`src/rtl/input_cond_pkg.sv`:
```
// input_cond_pkg: channel map and default debounce length shared by the input conditioner.
package input_cond_pkg;
    localparam int NUM_CH           = 10;
    localparam int CH_START         = 0;
    localparam int CH_RST1          = 1;
    localparam int CH_RST2          = 2;
    localparam int CH_RST3          = 3;
    localparam int CH_RST4          = 4;
    localparam int CH_STOP          = 5;
    localparam int CH_A0            = 6;
    localparam int CH_A1            = 7;
    localparam int CH_B0            = 8;
    localparam int CH_B1            = 9;
    localparam int DEFAULT_DEBOUNCE = 50000;
endpackage

```
`src/rtl/debounce_ch.sv`:
```
// debounce_ch: two-flop synchroniser followed by a stability counter; the stable level
// changes only after DEBOUNCE_CYCLES consecutive cycles of disagreement.
module debounce_ch #(
    parameter int DEBOUNCE_CYCLES = 4
) (
    input  logic clk_i,
    input  logic rst_n_i,
    input  logic raw_i,
    output logic stable_o
);
    localparam int CW = $clog2(DEBOUNCE_CYCLES);

    logic [1:0]    sync_q;
    logic [CW-1:0] cnt_q, cnt_d;
    logic          stable_q, stable_d;
    logic          diff, done;

    always_comb begin
        diff     = sync_q[1] ^ stable_q;
        done     = diff && (cnt_q == CW'(DEBOUNCE_CYCLES - 1));
        stable_d = done ? sync_q[1] : stable_q;
        cnt_d    = (diff && !done) ? cnt_q + CW'(1) : '0;
    end

    always_ff @(posedge clk_i or negedge rst_n_i) begin
        if (!rst_n_i) begin
            sync_q   <= '0;
            cnt_q    <= '0;
            stable_q <= 1'b0;
        end else begin
            sync_q   <= {sync_q[0], raw_i};
            cnt_q    <= cnt_d;
            stable_q <= stable_d;
        end
    end

    assign stable_o = stable_q;
endmodule

```
`src/rtl/input_conditioner.sv`:
```
// input_conditioner: debounces ten raw channels, turns button presses into one-cycle
// pulses and toggles the run enable on each stop/resume press.
module input_conditioner
    import input_cond_pkg::*;
#(
    parameter int DEBOUNCE_CYCLES = DEFAULT_DEBOUNCE,
    parameter int BTN_ACTIVE_LOW  = 0
) (
    input  logic       clk_i,
    input  logic       rst_n_i,
    input  logic       start_button_raw_i,
    input  logic [3:0] reset_button_raw_i,
    input  logic       stop_reanudar_raw_i,
    input  logic [3:0] sensor_raw_i,
    output logic       start_pulse_o,
    output logic [3:0] reset_pulse_o,
    output logic       run_o,
    output logic [3:0] sensor_o
);
    logic [NUM_CH-1:0]  raw, stable;
    logic [CH_STOP:0]   prev_q, rise;
    logic               run_q;

    // Only the five push-buttons follow the polarity option; stop and sensors are fixed.
    assign raw = {sensor_raw_i, stop_reanudar_raw_i,
                  {reset_button_raw_i, start_button_raw_i} ^ {5{BTN_ACTIVE_LOW != 0}}};

    for (genvar i = 0; i < NUM_CH; i++) begin : g_ch
        debounce_ch #(.DEBOUNCE_CYCLES(DEBOUNCE_CYCLES)) u_ch (
            .clk_i    (clk_i),
            .rst_n_i  (rst_n_i),
            .raw_i    (raw[i]),
            .stable_o (stable[i])
        );
    end

    assign rise = stable[CH_STOP:CH_START] & ~prev_q;

    always_ff @(posedge clk_i or negedge rst_n_i) begin
        if (!rst_n_i) begin
            prev_q <= '0;
            run_q  <= 1'b1;
        end else begin
            prev_q <= stable[CH_STOP:CH_START];
            run_q  <= run_q ^ rise[CH_STOP];
        end
    end

    assign start_pulse_o = rise[CH_START];
    assign reset_pulse_o = rise[CH_RST4:CH_RST1];
    assign run_o         = run_q;
    assign sensor_o      = stable[CH_B1:CH_A0];
endmodule
```
`config.mk`:
```
export PLATFORM = sky130hd
export DESIGN_NAME = input_conditioner
export DESIGN_NICKNAME = d
export VERILOG_FILES = /design/src/rtl/input_cond_pkg.sv /design/src/rtl/debounce_ch.sv /design/src/rtl/input_conditioner.sv
export SDC_FILE = /design/constraint.sdc
export NUM_CORES = 1
export LEC_CHECK = 0
export ABC_AREA = 1
export BUFFER_PORTS_ARGS = -buffer_cell sky130_fd_sc_hd__buf_4
export CAP_MARGIN = 15
export CORE_MARGIN = 1.5
export CORE_UTILIZATION = 50
export DETAILED_ROUTE_END_ITERATION = 16
export MAX_ROUTING_LAYER = met4
export PLACE_DENSITY = 0.66
export SLEW_MARGIN = 20
export SYNTH_ARGS = -nofsm -noshare
export SYNTH_HDL_FRONTEND = slang
export SYNTH_HIERARCHICAL = 1
export SYNTH_SLANG_ARGS = --single-unit
```
`constraint.sdc`:
```
create_clock -name clk_i -period 3 [get_ports clk_i]
set_input_delay 0.15 -clock clk_i [delete_from_list [all_inputs] [get_ports clk_i]]
set_output_delay 0.15 -clock clk_i [all_outputs]
set_load 0.02 [all_outputs]
```
Yosys cells after proc, flatten, opt, wreduce, memory -nomap -nowiden
Index checks and enable logic that the tools add are counted.
{"block": "totals", "register_bits": 197, "latch_bits": 0, "ramBits": 0, "rom_bits": 0, "in_bits": 12, "out_inout_bits": 10, "mem_count": 0}
{"block": "classes", "add_sub_neg": 10, "mul": 0, "n_div": 0, "n_lt_le_gt_ge": 0, "n_eq_ne": 10, "shifts": 0, "muxes": 10, "bitwise_logic": 13, "reduce_logical": 30}
{"op": "$add 16x1->16 const B", "count": 10}
{"op": "$eq 16x16->1 const B", "count": 10}
{"op": "$mux 16", "count": 10}
{"op": "$logic_and 1x1->1", "count": 20}
{"op": "$xor 1x1->1", "count": 11}
{"op": "$logic_not 1->1", "count": 10}
{"op": "$and 6x6->6", "count": 1}
{"op": "$not 6->6", "count": 1}

Logic depth before layout (Yosys ltp)
Gate-level depths: netlist (run 1).
{"block": "depth", "word_depth": 5, "ltp_mapped": 8}

Modules after synthesis
The synthesis (run 1) kept the hierarchy.
{"mod": "debounce_ch", "n_inst": 10, "cells_per_inst": 122, "area_each_um2": 1023.5, "seq_area_each_um2": 475.5}
{"mod": "input_conditioner", "n_inst": 1, "cells_per_inst": 27, "area_each_um2": 267.8, "seq_area_each_um2": 176.4}

Least setup slack after synthesis (run 1)
Ideal clock, no wire load.
{"block": "synth_path", "path_kind": "register to register", "startpoint": "register g_ch[5].u_ch.cnt_q[0]", "endpoint": "register g_ch[5].u_ch.cnt_q[2]", "setup_ns": 0.121, "arrival_ns": 1.160, "slack_ns": 1.720, "path_stages_with_launch": 8, "cell_sequence": "dfrtp_1 > ha_1 > nand3_2 > nor2_2 > nand2_2 > nand2_4 > buf_12 > nor2_2"}
{"block": "synth_via", "elab_chain_cells": 5, "word_cells_on_any_way": 6}
{"item": "start, declared", "line": "debounce_ch.sv:14", "rtl": "logic [CW-1:0] cnt_q, cnt_d;"}
{"item": "start signal, assigned", "line": "debounce_ch.sv:32", "rtl": "cnt_q <= cnt_d;"}
{"item": "parallel branches: the longest is 4 deep, another holds $add 16x1->16"}
{"item": "$mux 16 (*)", "line": "debounce_ch.sv:22", "rtl": "cnt_d = (diff && !done) ? cnt_q + CW'(1) : '0;"}
{"item": "named net g_ch[5].u_ch.cnt_d[2]", "line": "debounce_ch.sv:14"}
Mark *: on every way through the listed nets, which the timed path passes.
A chain may end at the register's enable or synchronous reset.

Worst setup path in the final report (run 1)
{"block": "layout_path", "startpoint": "register g_ch[3].u_ch.cnt_q[0]", "endpoint": "register g_ch[3].u_ch.cnt_q[9]"}
{"block": "layout_via", "elab_chain_cells": 5, "word_cells_on_any_way": 6}
{"item": "start, declared", "line": "debounce_ch.sv:14"}
{"item": "start signal, assigned", "line": "debounce_ch.sv:32"}
{"item": "parallel branches: the longest is 4 deep, another holds $add 16x1->16"}
{"item": "$mux 16 (*)", "line": "debounce_ch.sv:22"}
{"item": "named net g_ch[3].u_ch.cnt_d[9]", "line": "debounce_ch.sv:14"}
Marks and branches as above.

==> summary.txt, run 1 <==
Outcome: complete, no violations
Vias in the first global route: 7494
Netlist area before placement: 0.0105 mm2
FMAX: 0.691 GHz
Via count: 7573
Worst Max-Slew Pin Slew: 0.683 ns
RSZ-0062 raised after global routing: false
Total gr overflow: 0
Area contributors post-synth: dfrtp_1 47%, nand2_1 10%, nor2_2 7.7%
Worst skew pair latency: 0.43 ns
CP required: 3.30 ns
Routability congestion estimate from global placement: 0.832
Yosys top cell by area: dfrtp_1
PortBufs: 21
Die area: 0.0219 mm2
Clock skew: 0.00630 ns
Tot GR Track Use: 18.3%
TNS Setup: 0 ns
Setup ws final: 1.55 ns
Layout cells sized above 1: 19.8%
Iteration count of the initial detailed-routing pass: 5
Met1 usage: 22.4%
Register bit total from synthesis: 197
Worst hold path class: in -> async
Num rows: 52
Final Cycle Share: 48.2%
Max-slew headroom: 54.5%
Cells after synthesis: 1247
TritonCTS Buffers: 17
DRC viols: 0
Inserted Diodes: 0
Final Non-Filler Cells: 1570
Die X: 148 um
Area grow syn2layout: 9.05%
Place WS: 1.56 ns
Syn_area_per_cell: 8.42 um2
Final core utilization: 56.1%
Worst VDD drop: 0.000303 V
Seq/Total Area, Yosys: 47.0%
Hpwl dp: 12.3 mm
First-pass GRT wire length: 32.4 mm
Filler cells: 1880
Met3 Use GR: 3.92%
PostCTS Resize Cnt: 0
Net Count, Synth: 1269
Clock slew at reported path FFs: 0.07 ns
Final hold vios: 0
TritonCTS clock tree: built
Kind of critical path: reg -> reg
I/O pin total: 22
Initial antenna violation count: 0
Initial Util: 51.4%
Worst EP arrival: 1.75 ns
Crit-path max FO: 16
Crit. End Element: flop
Largest net degree at the start of global routing: 84
GR Util met2: 30.8%
CTS H-Tree Depth: 4
Final nets: 1309
Placeable Area: 0.0204 mm2
Pleak: 4.69 nW
Die height: 148 um
WL final: 17.7 mm
Netlist cell types: 21
Drt wl/cell: 11.2 um
Path depth of the worst reg2reg path: 6
Most used routing layer: met2
Critical path startpoint category: flop
Top-area cell type share of the netlist area: 46.7%
Clock Path Buffers: 2
Num Clock Sinks: 197
CTS Root Cell: clkbuf_16
Max-cap violations: 0
Synth warnings: 6
Vias per cell: 4.82
Pins Over Slew Limit: 0
Minimum clock period: 1.45 ns
DP Cell Count: 1527
Routed Antenna Nets: 0
Power Dens Cells: 437 mW/mm2
Final Setup Violations: 0
DR iter-0 viols: 302
## state kept, by name, indices dropped and copies added (netlist names)
signal	count
g_ch.u_ch/cnt_q	160
g_ch.u_ch/sync_q	20
g_ch.u_ch/stable_o	10
prev_q	6
run_o	1
## timing repair
item | in CTS | in global routing
hold buffers | 11 | 0
setup buffers | 0 | 0
hold endpoints to repair | 89 | 0
setup endpoints to repair | 0 | 0
## Yosys cell counts (all sizes together)
master,number
nand2,323
nor2,295
dfrtp,196
inv,137
nand3,91
nand4,60
xor2,60
o21ai,20
xnor2,20
buf,14
clkinv,10
ha,10
o21bai,10
dfstp,1
## cells in the final DEF (no fill, tap or decap), drive strengths merged
master,count
nand2,323
nor2,295
dfrtp,196
inv,140
nand3,91
nand4,60
xor2,60
buf,23
xnor2,20
o21ai,20
clkbuf,18
clkinv,16
dlygate4sd3,11
o21bai,10
ha,10
clkinvlp,6
dfstp,1
## stage by stage
stage               area (um2)  hold slack, ns  power (mW)
detailed placement       10800           0.235        2.99
finish                   11500           0.297        5.01
CTS                      11500           0.327        5.10
global placement         10800           0.236        2.99
floorplan                10500          -0.146        2.93
global route             11500           0.342        5.24
## area by class of cell
type,instances,area (um2),share of cell area (%)
tap,270,338,2.95
timing repair buffer,35,309,2.70
clock inverter,15,109,0.950
clock buffer,17,425,3.71
inverter,147,564,4.93
sequential,197,4930,43.1
multi-input combinational,889,4780,41.7
## report_power, final
part	switching [mW]	internal (mW)
combinational	0.139	0.0680
clock	0.997	1.06
sequential	0.0404	2.70
total	1.18	3.83
## logic make-up after synthesis
kind of cell | count (synthesis) | synth area share (%)
flops | 197 | 47.0
xor+xnor | 80 | 6.67
fa+ha+maj | 10 | 1.19
simple gates | 769 | 36.0
buf+inv | 161 | 7.56
compound gates | 30 | 1.67
## critical path, cell delays in order (launching register included)
cell     delay, ns
dfrtp_1       0.39
ha_1          0.22
nand3_2       0.15
nor2_2        0.17
nand2_2       0.09
nand2_4       0.21
nor2_1        0.09
## metal layers
metal,wire (um),up-vias
met4,155,0
met5,0,-
met2,8520,55
li1,-,3961
met1,8590,3541
met3,394,16
## worst paths after layout
kind	start	end	slack, ns
worst max-delay path	g_ch[3].u_ch/cnt_q[0]	g_ch[3].u_ch/cnt_q[9]	1.55
worst min-delay path	rst_n_i	g_ch[6].u_ch/cnt_q[11]	0.30
worst max register to register	g_ch[3].u_ch/cnt_q[0]	g_ch[3].u_ch/cnt_q[9]	1.55
worst min register to register	g_ch[4].u_ch/sync_q[0]	g_ch[4].u_ch/sync_q[1]	0.35
max in group asynchronous	rst_n_i	prev_q[1]	1.76
min in group clk_i	g_ch[4].u_ch/sync_q[0]	g_ch[4].u_ch/sync_q[1]	0.35
No activity file was read; power rests on OpenSTA's default activity.
==> run 2: changes to the inputs <==
--- a/config.mk
+++ b/config.mk
@@ -12,7 +12,7 @@
 export CORE_UTILIZATION = 50
 export DETAILED_ROUTE_END_ITERATION = 16
 export MAX_ROUTING_LAYER = met4
-export PLACE_DENSITY = 0.66
+export PLACE_DENSITY = 0.68
 export SLEW_MARGIN = 20
 export SYNTH_ARGS = -nofsm -noshare
 export SYNTH_HDL_FRONTEND = slang
==> constraint.sdc (replaced) <==
create_clock -name clk_i -period 1.2 [get_ports clk_i]
set_input_delay 0.06 -clock clk_i [delete_from_list [all_inputs] [get_ports clk_i]]
set_output_delay 0.06 -clock clk_i [all_outputs]
set_load 0.02 [all_outputs]
==> run 2 against run 1 <==
  * The flow now finishes with violations (setup timing)
  * Non-clock buffer count increased by 224
  * Sequential power increased to 2.5 times the previous value
  * Critical endpoint is now g_ch[3].u_ch/cnt_q[11]
  * Power increased to 2.8 times the previous value
  * Fmax is 8.1% higher
  * Worst setup slack worse by 1.7 ns
  * Critical path depth stayed put
  * Register-to-register slack got worse by 1.7 ns
==> summary.txt, run 2 (synthesis results as in run 1) <==
Outcome: finished, violations left
Failing checks: setup timing
Via count: 9060
Final Cycle Share: 112%
Num rows: 52
GR Util met2: 37.9%
Largest net degree at the start of global routing: 58
TritonCTS Buffers: 17
DRC viols: 0
R2R Path End: g_ch[3].u_ch/cnt_q[11]
CP Cell Sequence: ha_4 > nand3_4 > nor2_4 > nand2_4 > nand2_8 > nor2_4
Power Dens Cells: 907 mW/mm2
FMAX: 0.747 GHz
DR iter-0 viols: 413
I/O pin total: 22
DP Cell Count: 1696
CP required: 1.53 ns
Placed instance area: 0.0121 mm2
Routed Antenna Nets: 0
Max reg flops: 160
Total gr overflow: 0
Comb pwr share: 7.7%
Setup ws final: -0.139 ns
Delay-heaviest family, CP: simple AND/OR/NAND/NOR gates
Worst EP arrival: 1.67 ns
Kind of critical path: reg -> reg
Path depth of the worst reg2reg path: 6
Commonest non-fill, non-tap cells in the layout: 227 x nand2_1, 215 x buf_4, 174 x dfrtp_1
Die area: 0.0219 mm2
Inserted Diodes: 0
Worst skew pair latency: 0.43 ns
TritonCTS clock tree: built
CTS H-Tree Depth: 4
Layout cells sized above 1: 49.9%
Die height: 148 um
Iteration count of the initial detailed-routing pass: 5
RSZ-0062 raised after global routing: true
Pleak: 6.30 nW
P_int: 10.5 mW
Minimum clock period: 1.34 ns
Num Clock Sinks: 197
Max-cap violations: 0
Initial Util: 51.4%
Routability congestion estimate from global placement: 0.817
Pins Over Slew Limit: 0
Worst VDD drop: 0.000868 V
Area grow syn2layout: 45.6%
Reg2Reg Launch Point: g_ch[3].u_ch/cnt_q[1]
Reg power frac: 49.8%
Die X: 148 um
Met1 usage: 28.1%
Clock network power share: 42.6%
Worst Max-Slew Pin Slew: 0.493 ns
Tot GR Track Use: 22.5%
Crit path largest cell delay: 0.44 ns
Crit-path max FO: 8
Reg2Reg Setup Slack: -0.14 ns
CP bufs+invs: 0
Critical path startpoint category: flop
Worst hold path class: in -> async
Most flops, register: g_ch.u_ch/cnt_q
Clock Path Buffers: 2
Final hold vios: 0
Max-slew headroom: 67.1%
Vias in the first global route: 8664
CP max-delay cell: dfrtp_1
Commonest non-fill, non-tap cell in the layout: nand2_1
Most used routing layer: met2
PortBufs: 21
Fin area: 0.0153 mm2
Final Non-Filler Cells: 1804
Met3 Use GR: 3.46%
WL final: 25.4 mm
Final Setup Violations: 171
Hpwl dp: 13.6 mm
Vias per cell: 5.02
CTS Root Cell: clkbuf_16
First-pass GRT wire length: 39.3 mm
Initial antenna violation count: 0
Switch share: 24.3%
Placeable Area: 0.0204 mm2
Clock skew: 0.0109 ns
Clock slew at reported path FFs: 0.08 ns
Final nets: 1543
Drt wl/cell: 14.1 um
Cell mode on critical path: nor2_4
Crit. End Element: flop
Psw: 3.36 mW
==> run 2: cell types whose count changed in the layout (fill, tap and decap cells not counted), sizes merged <==
cell and delta:
nand2 +10, inv +1, clkinv -2, buf +224, clkinvlp -3, bufinv +3
clkbuf +1
==> run 2: timing repair <==
| item | in CTS | in global routing |
|---|---|---|
| cloned | 9 | 1 |
| buffers inserted | 20 | 37 |
| setup endpoints to repair | 170 | 178 |
| resized for setup | 190 | 299 |
| endpoints found under the hold margin | 207 | 0 |
| pin swaps | 61 | 96 |
| hold buffers | 11 | 0 |
==> run 2: worst max path at each step <==
stage                          start                      to  slack (ns)  depth (start not counted)
5_1_grt        g_ch[3].u_ch/cnt_q[1]  g_ch[3].u_ch/cnt_q[10]       -0.20                          7
2_1_floorplan  g_ch[5].u_ch/cnt_q[0]   g_ch[5].u_ch/cnt_q[2]       -0.05                          7
4_1_cts        g_ch[0].u_ch/cnt_q[0]  g_ch[0].u_ch/cnt_q[11]       -0.09                          6
3_5_place_dp   g_ch[2].u_ch/cnt_q[0]  g_ch[2].u_ch/cnt_q[11]       -0.15                          6
6_report       g_ch[3].u_ch/cnt_q[1]  g_ch[3].u_ch/cnt_q[11]       -0.14                          6
3_3_place_gp   g_ch[8].u_ch/cnt_q[0]  g_ch[8].u_ch/cnt_q[10]       -0.09                          6
==> run 2: per-stage QoR <==
step                worst slack [ns]  power [mW]  utilization [%]  TNS (ns)  hold WS, ns
global placement             -0.0935        7.61             59.4     -8.12      -0.0710
CTS                          -0.0871        13.8             68.2     -4.18       0.0242
global route                  -0.202        14.4             74.8    -23.68       0.0280
floorplan                    -0.0466        7.32                -     -4.45       -0.236
detailed placement            -0.155        7.63             59.4    -15.38      -0.0702
finish                        -0.139        13.9             74.8    -13.47       0.0393
==> run 2: layout make-up <==
class                   count  area (um2)
inverters                 147         584
clock inverters            14         175
repair buffers            259        2130
well taps                 270         338
clock buffers              18         429
fillers                  1319        5140
flip-flops and latches    197        4960
multi-input cells         899        6670
==> run 2: metal layers <==
| metal | share of wire [%] | vias up | wire (um) |
|---|---|---|---|
| met5 | 0 | - | 0 |
| met2 | 53 | 149 | 13600 |
| met4 | 2.0 | 0 | 501 |
| li1 | - | 4455 | - |
| met1 | 42 | 4404 | 10800 |
| met3 | 2.2 | 52 | 565 |
==> run 2: power groups by stage <==
stage	sequential, mW	clock [mW]	combinational, mW
after floorplan	6.96	0	0.357
after global placement	6.96	0	0.648
after detailed placement	6.96	0	0.665
after CTS	6.88	6.08	0.847
after global routing	6.91	6.34	1.16
final	6.90	5.90	1.06
